## src/rtl/lcd_text_fetch.sv

```systemverilog
// Character BRAM sequencer for the LCD path: streams NUM_CHARS bytes (two nibbles each) over
// valid/ready and interleaves single-character host writes between characters.
// Optional: define LCD_FETCH_BLANK_EN to present stored 8'h00 bytes as 8'h20 (space).
module lcd_text_fetch #(
  parameter logic [11:0] BASE_ADDR = 12'h000,
  parameter int          NUM_CHARS = 32
) (
  input  logic        clk,
  input  logic        reset,
  input  logic        start,
  output logic        busy,
  output logic        frame_done,
  output logic [7:0]  char_data,
  output logic [4:0]  char_pos,
  output logic        char_valid,
  input  logic        char_ready,
  input  logic        wr_req,
  input  logic [4:0]  wr_pos,
  input  logic [7:0]  wr_char,
  output logic        wr_ack,
  output logic [11:0] ram_addr,
  output logic        ram_en,
  output logic        ram_we,
  output logic [3:0]  ram_di,
  input  logic [3:0]  ram_do
);

  typedef enum logic [2:0] {
    S_IDLE, S_WR_LO, S_WR_HI, S_RD_LO, S_RD_HI, S_RD_CAP, S_PRESENT
  } state_t;

  localparam logic [6:0] NUM_C    = 7'(NUM_CHARS);
  localparam logic [5:0] LAST_IDX = 6'(NUM_CHARS - 1);

  state_t     state;
  logic [5:0] idx;
  logic [3:0] lo_q;
  logic [3:0] wr_hi_q;
  logic       wr_ok;

  // Nibble address of a character half; the 12-bit sum wraps mod 4096.
  function automatic logic [11:0] nib_addr(input logic [5:0] pos, input logic hi);
    return BASE_ADDR + {5'd0, pos, hi};
  endfunction

  function automatic logic [7:0] shown(input logic [7:0] b);
`ifdef LCD_FETCH_BLANK_EN
    return (b == 8'h00) ? 8'h20 : b;
`else
    return b;
`endif
  endfunction

  always_comb begin
    wr_ok = ({2'b00, wr_pos} < NUM_C);
  end

  // NOTE: every output is a register written with <= in this one block, so each output is
  // glitch-free and all reads within the block see the pre-edge values.
  always_ff @(posedge clk) begin
    if (reset) begin
      state      <= S_IDLE;
      idx        <= '0;
      lo_q       <= '0;
      wr_hi_q    <= '0;
      busy       <= 1'b0;
      frame_done <= 1'b0;
      char_data  <= '0;
      char_pos   <= '0;
      char_valid <= 1'b0;
      wr_ack     <= 1'b0;
      ram_addr   <= '0;
      ram_en     <= 1'b0;
      ram_we     <= 1'b0;
      ram_di     <= '0;
    end else begin
      frame_done <= 1'b0;
      wr_ack     <= 1'b0;
      unique case (state)
        S_IDLE: begin
          // wr_ack still high means the host has not yet dropped the request just served.
          if (wr_req && !wr_ack) begin
            if (wr_ok) begin
              state    <= S_WR_LO;
              ram_en   <= 1'b1;
              ram_we   <= 1'b1;
              ram_addr <= nib_addr({1'b0, wr_pos}, 1'b0);
              ram_di   <= wr_char[3:0];
              wr_hi_q  <= wr_char[7:4];
            end else begin
              wr_ack <= 1'b1;
            end
          end else if (start) begin
            busy     <= 1'b1;
            idx      <= '0;
            state    <= S_RD_LO;
            ram_en   <= 1'b1;
            ram_addr <= nib_addr(6'd0, 1'b0);
          end
        end
        S_WR_LO: begin
          state    <= S_WR_HI;
          ram_addr <= ram_addr + 12'd1;
          ram_di   <= wr_hi_q;
        end
        S_WR_HI: begin
          wr_ack <= 1'b1;
          ram_we <= 1'b0;
          ram_di <= '0;
          if (busy) begin
            state    <= S_RD_LO;
            ram_addr <= nib_addr(idx, 1'b0);
          end else begin
            state  <= S_IDLE;
            ram_en <= 1'b0;
          end
        end
        S_RD_LO: begin
          state    <= S_RD_HI;
          ram_addr <= nib_addr(idx, 1'b1);
        end
        S_RD_HI: begin
          state  <= S_RD_CAP;
          lo_q   <= ram_do;
          ram_en <= 1'b0;
        end
        S_RD_CAP: begin
          state      <= S_PRESENT;
          char_data  <= shown({ram_do, lo_q});
          char_pos   <= idx[4:0];
          char_valid <= 1'b1;
        end
        S_PRESENT: begin
          if (char_ready) begin
            char_valid <= 1'b0;
            if (idx == LAST_IDX) begin
              state      <= S_IDLE;
              busy       <= 1'b0;
              frame_done <= 1'b1;
            end else begin
              idx <= idx + 6'd1;
              if (wr_req && wr_ok) begin
                state    <= S_WR_LO;
                ram_en   <= 1'b1;
                ram_we   <= 1'b1;
                ram_addr <= nib_addr({1'b0, wr_pos}, 1'b0);
                ram_di   <= wr_char[3:0];
                wr_hi_q  <= wr_char[7:4];
              end else begin
                // An out-of-range write is acknowledged without touching the BRAM.
                wr_ack   <= wr_req;
                state    <= S_RD_LO;
                ram_en   <= 1'b1;
                ram_addr <= nib_addr(idx + 6'd1, 1'b0);
              end
            end
          end
        end
        default: state <= S_IDLE;
      endcase
    end
  end

endmodule
```

## config.mk

```make
export PLATFORM = sky130hd
export DESIGN_NAME = lcd_text_fetch
export DESIGN_NICKNAME = d
export VERILOG_FILES = /design/src/rtl/lcd_text_fetch.sv
export SDC_FILE = /design/constraint.sdc
export NUM_CORES = 1
export LEC_CHECK = 0
export CORE_MARGIN = 5
export CORE_UTILIZATION = 46
export CTS_CLUSTER_DIAMETER = 120
export CTS_CLUSTER_SIZE = 40
export DETAILED_ROUTE_END_ITERATION = 6
export GPL_ROUTABILITY_DRIVEN = 1
export PLACE_DENSITY = 0.7
export SLEW_MARGIN = 20
export SYNTH_ARGS = -nofsm -noshare
export SYNTH_HDL_FRONTEND = slang
export SYNTH_SLANG_ARGS = --single-unit
```

## constraint.sdc

```tcl
create_clock -name clk -period 3.8 [get_ports clk]
set_clock_uncertainty 0.2 [all_clocks]
set_input_delay 1.14 -clock clk [delete_from_list [all_inputs] [get_ports clk]]
set_output_delay 1.14 -clock clk [all_outputs]
set_load 0.05 [all_outputs]
```

==> results.cfg, run 1 <==
[critical_path]
end_kind = output pin
reg2regPathDepth = 5
cp-start-kind = flop
r2r_start = state[0]
reg2reg_slack_ns = 1.33
critPathArrivalTime_ns = 1.63
cp_slowest_cell = clkdlybuf4s50_1
max_stage_delay_ns = 0.85
cp_num_cells = 1
rr_endpoint = ram_addr[2]
critical_path_class = flop to output pin
crit_end = ram_addr[8]
path_delay_family = buffers and inverters
crit_path_cell_trace = clkdlybuf4s50_1
critPathMaxFanout = 8
startpoint = ram_addr[8]
cp.required_ns = 2.46
worst-path-buf-inv = 1

[routing]
drt_iter0_markers = 169
firstDrtPassIters = 4
drc = 0
wl_per_cell_um = 15.2
viasPerCell = 5.62
drtAntennaViolNets = 0
wirelength_um = 7070
vias = 2618

[yosys]
synth_common_cells = dfxtp_1, nand2_1, a21oi_1
synth.most_common_cell = dfxtp_1
async_reset_ff_frac = 0
synth_edf_count = 0
post-synth-top-area-fraction = 0.373
syn_inst = 343
yosysWarnings = 0
syn_nets = 367
avgSynthCellArea_um2 = 8.15
synth_ff_type = dfxtp_1
syn-cell-area_um2 = 2790
yosysTopAreaCell = dfxtp_1
ys_types = 55
synth_seq_cells = 52
synth.yosys.seq_area_share = 0.373
synth_area_leaders = dfxtp_1, nand2_1, a21oi_1, mux2i_1, o21ai_0

[floorplan]
die_w_um = 87.9
fp.dieArea_um2 = 7730
core_area_um2 = 5920
io_pins = 57
start_util = 0.472
fp.dieH_um = 87.9
core.rowCount = 28

[sta]
finalSetupViolCount = 0
tightest_slew_ns = 0.782
timing.fmax_ghz = 0.337
slew_headroom = 0.476
timing.final.crit_share = 0.780
tns_ns = 0
rsz0062_at_grt = false
final.min_clock_period_ns = 2.97
hold_viol_final = 0
drv_slew = 0
hold_ws_ns = 0.259

[global_routing]
grt_start_max_net_pins = 41
grt_pass1_wl_um = 11500
overflow = 0
grt_use_total = 0.184
antenna_found_initial = 0
grt_pass1_vias = 2400

[clock_network]
worstSkewPairLatency_ns = 0.32
htreeDepth = 2
cts_tree = done
cts.sinks = 52
post_cts_buffers = 0
numCtsBuffers = 5
root_buffer = clkbuf_8
path_clk_slew_ns = 0.11
ctsResizeCount = 0
cts_buffer_depth = 2
cts_hold_buffers = 0

[layout]
drive_above_1_share = 0.0921
n_antenna_cell = 0
layout-area-overhead-vs-synth_pct = 24.2
nets = 414

[min_path]
hold_depth = 2
min_path_type = flop to flop

[power]
p_leak_uw = 0.00116
p_per_area_nw_per_um2 = 410
irDropWorstVdd_mv = 0.228
total_power_uw = 1420

[place]
gp_congestion = 0.873
post-dp-hpwl_um = 5090
io_buffers = 56

[run_status]
status = finished clean

[flow_run]
cap_violations = 0
## routing by layer
layer / GRT usage / up-vias / share of wire
li1: - / 1323 / -
met1: 0.249 / 1213 / 0.48
met2: 0.300 / 74 / 0.44
met3: 0.0433 / 8 / 0.071
met4: 0.0404 / 0 / 0.010
met5: 0 / - / 0
## where the power goes
| part | internal (µW) | switching (µW) | total [µW] |
|---|---|---|---|
| clock network | 136 | 206 | 342 |
| registers | 581 | 54.5 | 636 |
| logic | 174 | 270 | 444 |
## how the worst min path moves through the flow
stage / startpoint / slack, ns / to
finish: char_pos[0] / 0.26 / char_pos[0]
global route: lo_q[2] / 0.28 / char_data[2]
CTS: char_pos[0] / 0.26 / char_pos[0]
detailed placement: lo_q[2] / 0.25 / char_data[2]
global placement: char_data[4] / 0.24 / char_data[4]
floorplan: lo_q[0] / 0.23 / char_data[0]
## registers in the layout, indices dropped and copies added, names as in the netlist, 3 cells and up
signal / cells
ram_addr: 12
char_pos: 5
state: 3
wr_hi_q: 4
idx: 6
char_data: 8
lo_q: 4
ram_di: 4
## layout make-up
class	count	area [µm²]
fillers	572	2450
multi-input cells	260	1610
repair buffers	62	601
clock buffers	5	68.8
well taps	75	93.8
flip-flops and latches	52	1040
inverters	9	33.8
clock inverters	3	26.3
## stage by stage
stage / cells / area [µm²] / worst slack, ns / util
finish: 466 / 3470 / 0.834 / 0.586
floorplan: 343 / 2790 / 1.37 / -
detailed placement: 458 / 3380 / 0.553 / 0.570
global route: 466 / 3470 / 0.730 / 0.586
CTS: 466 / 3470 / 0.833 / 0.586
global placement: 458 / 3380 / 0.558 / 0.570
## kinds of logic (layout without fill, tap and decap cells)
family,count (synthesis),count (layout),synth area share
and+or+nand+nor,132,132,0.233
AOI/OAI and AO/OA,104,104,0.258
DFF,52,52,0.373
buffers and inverters,31,79,0.0524
adders and majority gates,2,2,0.00896
xor gates and xnor gates,8,8,0.0251
muxes,14,14,0.0502
## layout by cell type, fill, tap and decap left out, drive strengths merged, types with 10 or more instances in the layout
master,instances
nand3,15
dfxtp,52
o21ai,23
clkdlybuf4s50,55
nor2,27
inv,10
mux2i,14
a21oi,36
nand2,47
Note: power is estimated with default switching activity, not from simulation.
==> run 2, diff against run 1 <==
- PLACE_DENSITY: 0.7 -> 0.73
- clock period: 3.8 -> 2.5 ns (I/O delays scaled with it)
==> run 2 against run 1 <==
  * Critical path depth stayed put
  * Worst hold slack better by 0.0021 ns
  * Utilization is 2.1 points higher
  * Global-route usage is 1.4 points higher
  * Register-to-register slack worse by 0.93 ns
  * First-iteration DRC count is 18% lower
  * Die area stayed put
  * Design area is 3.5% higher
  * Via count is 6.0% higher
  * Largest power group unchanged
==> results.cfg, run 2 (synthesis gave the netlist of run 1 again) <==
[run_status]
status = finished clean

[global_routing]
grt_pass1_wl_um = 12300
grt_use_total = 0.199
grt_start_max_net_pins = 28
antenna_found_initial = 0
grt_pass1_vias = 2595
overflow = 0

[sta]
hold_ws_ns = 0.261
drv_slew = 0
timing.final.crit_share = 0.983
timing.fmax_ghz = 0.407
final.min_clock_period_ns = 2.46
tightest_slew_ns = 0.592
hold_viol_final = 0
finalSetupViolCount = 0
slew_headroom = 0.604
tns_ns = 0
setup_slack_ns = 0.0436
rsz0062_at_grt = false

[floorplan]
io_pins = 57
fp.dieH_um = 87.9
core_area_um2 = 5920
fp.dieArea_um2 = 7730
start_util = 0.472
core.rowCount = 28
die_w_um = 87.9

[layout]
max_flop_register = ram_addr
largest_reg_flops = 12
n_antenna_cell = 0
drive_above_1_share = 0.173
top_regs = ram_addr x12, char_data x8, idx x6
layout-area-overhead-vs-synth_pct = 28.6
final_cell_area_um2 = 3590
final_common_cell = dfxtp_1
nets = 434
mostFrequentLayoutCells = dfxtp_1, nand2_1, buf_4

[power]
p_leak_uw = 0.00134
p_per_area_nw_per_um2 = 615
irDropWorstVdd_mv = 0.554

[routing]
drtAntennaViolNets = 0
wirelength_um = 7380
viasPerCell = 5.71
vias = 2774
drt_iter0_markers = 139
drc = 0
firstDrtPassIters = 5
wl_per_cell_um = 15.2

[clock_network]
worstSkewPairLatency_ns = 0.33
root_buffer = clkbuf_8
cts_hold_buffers = 0
cts.sinks = 52
cts_tree = done
numCtsBuffers = 5
path_clk_slew_ns = 0.11
htreeDepth = 2
cts_buffer_depth = 2

[place]
gp_congestion = 0.956
post-dp-hpwl_um = 5530
preCtsSetupSlack_ns = -0.0537
postPlaceCellArea_um2 = 3490
io_buffers = 56

[critical_path]
critical_path_class = flop to output pin
cp.required_ns = 1.55
cp-start-kind = flop
crit_path_cell_trace = clkdlybuf4s50_1
cp_num_cells = 1
worst-path-buf-inv = 1
reg2regPathDepth = 4
end_kind = output pin
cp_slowest_cell = clkdlybuf4s50_1
max_stage_delay_ns = 0.81
critPathMaxFanout = 2
critPathArrivalTime_ns = 1.51
path_delay_family = buffers and inverters

[min_path]
hold_depth = 2
min_path_type = flop to flop

[flow_run]
cap_violations = 0
-- run 2: worst paths after layout --
check                                     to    startpoint  slack (ns)
worst max-delay path            char_data[5]  char_data[5]        0.04
worst min-delay path            char_data[0]  char_data[0]        0.26
worst max register to register  ram_addr[11]      state[0]        0.40
worst min register to register  char_data[0]  char_data[0]        0.26
-- run 2: cell type report --
| class | count | area [µm²] |
|---|---|---|
| Fill cell | 563 | 2330 |
| Timing Repair Buffer | 82 | 721 |
| Tap cell | 75 | 93.8 |
| Clock inverter | 3 | 28.8 |
| Inverter | 9 | 33.8 |
| Clock buffer | 5 | 68.8 |
| Multi-Input combinational cell | 260 | 1610 |
| Sequential cell | 52 | 1040 |
-- run 2: where the power goes --
part           total [µW]  internal (µW)  switching [µW]
clock network         536            212             324
logic                 728            288             440
registers             945            883            61.7
-- run 2: worst register-to-register path: stages (launching register included) --
cell      delay (ns)
dfxtp_1         0.46
inv_1           0.23
nor3_4          0.58
a21bo_2         0.30
a311oi_2        0.25
-- run 2: repair_timing --
item / 4_1_cts / 5_1_grt
setup endpoints to repair: 0 / 3
buffers inserted: 0 / 0
gates resized for setup: 0 / 3
-- run 2: through the flow --
step / util / total power, µW / std cells
after floorplan: - / 1470 / 343
final: 0.607 / 2210 / 486
after global routing: 0.607 / 2320 / 486
after global placement: 0.589 / 1680 / 478
after CTS: 0.606 / 2220 / 486
after detailed placement: 0.589 / 1690 / 478
-- run 2: layer usage --
metal | up-vias | global-route usage | routed length [µm]
met4 | 0 | 0.0753 | 153
li1 | 1366 | - | -
met2 | 104 | 0.319 | 3380
met5 | - | 0 | 0
met1 | 1289 | 0.262 | 3300
met3 | 15 | 0.0405 | 552
==> run 3, diff against run 2 <==
- clock period: 2.5 -> 2.2 ns (I/O delays scaled with it)
==> run 3 against run 2 <==
  * Setup slack worse by 0.0082 ns
  * Cell count up 3.5%
  * First-iteration DRC count shrank 2.2%
  * Combinational power up 29%
  * Global-route usage up 0.32 points
  * Die area unchanged
  * Flip-flop and latch count unchanged
  * Design area grew 5.2%
  * Power increased by 19%
  * Clock power increased by 13%
  * Critical endpoint is now ram_en
  * Largest cell class unchanged
  * Highest routed layer unchanged
==> results.cfg, run 3 (synthesis gave the netlist of run 1 again) <==
[routing]
wirelength_um = 7620
wl_per_cell_um = 15.2
firstDrtPassIters = 5
drc = 0
vias = 2827
viasPerCell = 5.62
drt_iter0_markers = 136
drtAntennaViolNets = 0

[min_path]
min_from = char_data[4]
hold_depth = 2
min_path_type = flop to flop
min_to = char_data[4]

[clock_network]
cts_buffer_depth = 2
cts_hold_buffers = 0
htreeDepth = 2
root_buffer = clkbuf_8
cts_tree = done
worstSkewPairLatency_ns = 0.32
numCtsBuffers = 5
cts.sinks = 52
path_clk_slew_ns = 0.11

[place]
preCtsSetupSlack_ns = -0.305
io_buffers = 56
gp_congestion = 0.922
post-dp-hpwl_um = 5690

[sta]
rsz0062_at_grt = false
timing.final.crit_share = 0.984
finalSetupViolCount = 0
final.min_clock_period_ns = 2.16
timing.fmax_ghz = 0.462
slew_headroom = 0.616
drv_slew = 0
hold_ws_ns = 0.262
setup_slack_ns = 0.0354
hold_viol_final = 0
tightest_slew_ns = 0.571

[layout]
layout-area-overhead-vs-synth_pct = 35.3
top_regs = ram_addr x12, char_data x8, idx x6
n_antenna_cell = 0
final.fill_count = 529
max_flop_register = ram_addr
mostFrequentLayoutCells = buf_4, dfxtp_1, nand2_1
drive_above_1_share = 0.252
final_common_cell = buf_4
finish.utilization = 0.638
nets = 451
largest_reg_flops = 12

[power]
p_leak_uw = 0.00145
irDropWorstVdd_mv = 0.539
p_per_area_nw_per_um2 = 694

[floorplan]
fp.dieArea_um2 = 7730
start_util = 0.472
core.rowCount = 28
io_pins = 57
core_area_um2 = 5920
fp.dieH_um = 87.9
die_w_um = 87.9

[flow_run]
cap_violations = 0

[global_routing]
grtUsageMet2 = 0.355
overflow = 0
grt_start_max_net_pins = 27
grt_use_total = 0.202
grt_pass1_wl_um = 12600
grt_use_met1 = 0.243
use_met3 = 0.0470
gr-max-usage-layer = met2
antenna_found_initial = 0
grt_pass1_vias = 2720

[critical_path]
cp-start-kind = primary input
cp.required_ns = 2.20
end_kind = flop
rr_endpoint = ram_addr[7]
reg2regPathDepth = 6
r2r_start = state[1]
critical_path_class = primary input to flop
critPathMaxFanout = 4
critPathArrivalTime_ns = 2.17
reg2reg_slack_ns = 0.14

[run_status]
status = finished clean
-- run 3: routing by layer --
metal  up-vias  share of wire
li1       1401              -
met1      1309           0.42
met2        98           0.49
met3        19          0.068
met4         0          0.023
met5         -              0
-- run 3: cell type report --
cell class | instances | area, µm² | share of cell area
Clock buffer | 5 | 68.8 | 0.0182
Clock inverter | 3 | 28.8 | 0.00761
Inverter | 9 | 33.8 | 0.00894
Multi-Input combinational cell | 260 | 1610 | 0.425
Sequential cell | 52 | 1040 | 0.275
Tap cell | 75 | 93.8 | 0.0248
Timing Repair Buffer | 99 | 907 | 0.240
-- run 3: what timing repair did --
item                       in CTS  in global routing
setup endpoints to repair       0                  9
hold endpoints to repair        0                  0
resized for setup               0                  4
setup buffers                   0                  1
-- run 3: stage by stage --
stage                     TNS (ns)  std cells  power (µW)  cell area [µm²]
after floorplan                  0        343        1670             2790
after detailed placement     -6.29        493        2020             3660
after CTS                        0        501        2630             3760
final                            0        503        2620             3780
after global routing             0        503        2750             3780
after global placement       -5.88        493        2010             3660
-- run 3: worst max-delay path by stage --
stage	from	to	slack (ns)	cells after the start
5_1_grt	wr_req	ram_en	0.004	6
6_report	wr_req	ram_en	0.04	6
3_3_place_gp	wr_req	ram_di[2]	-0.28	6
3_5_place_dp	wr_req	ram_di[0]	-0.30	6
2_1_floorplan	ram_addr[0]	ram_addr[10]	0.13	6
4_1_cts	wr_req	ram_di[0]	0.04	6
-- run 3: power breakdown --
group / total (µW) / internal, µW / switching [µW]
Clock: 606 / 241 / 365
Combinational: 939 / 410 / 529
Sequential: 1080 / 1000 / 74.2
Total: 2620 / 1650 / 968
-- run 3: critical path, cell delays in order --
cell	delay [ns]
clkdlybuf4s50_1	0.47
nor2b_1	0.29
nor4_1	0.12
a311oi_1	0.32
mux2i_1	0.25
nor2_1	0.05
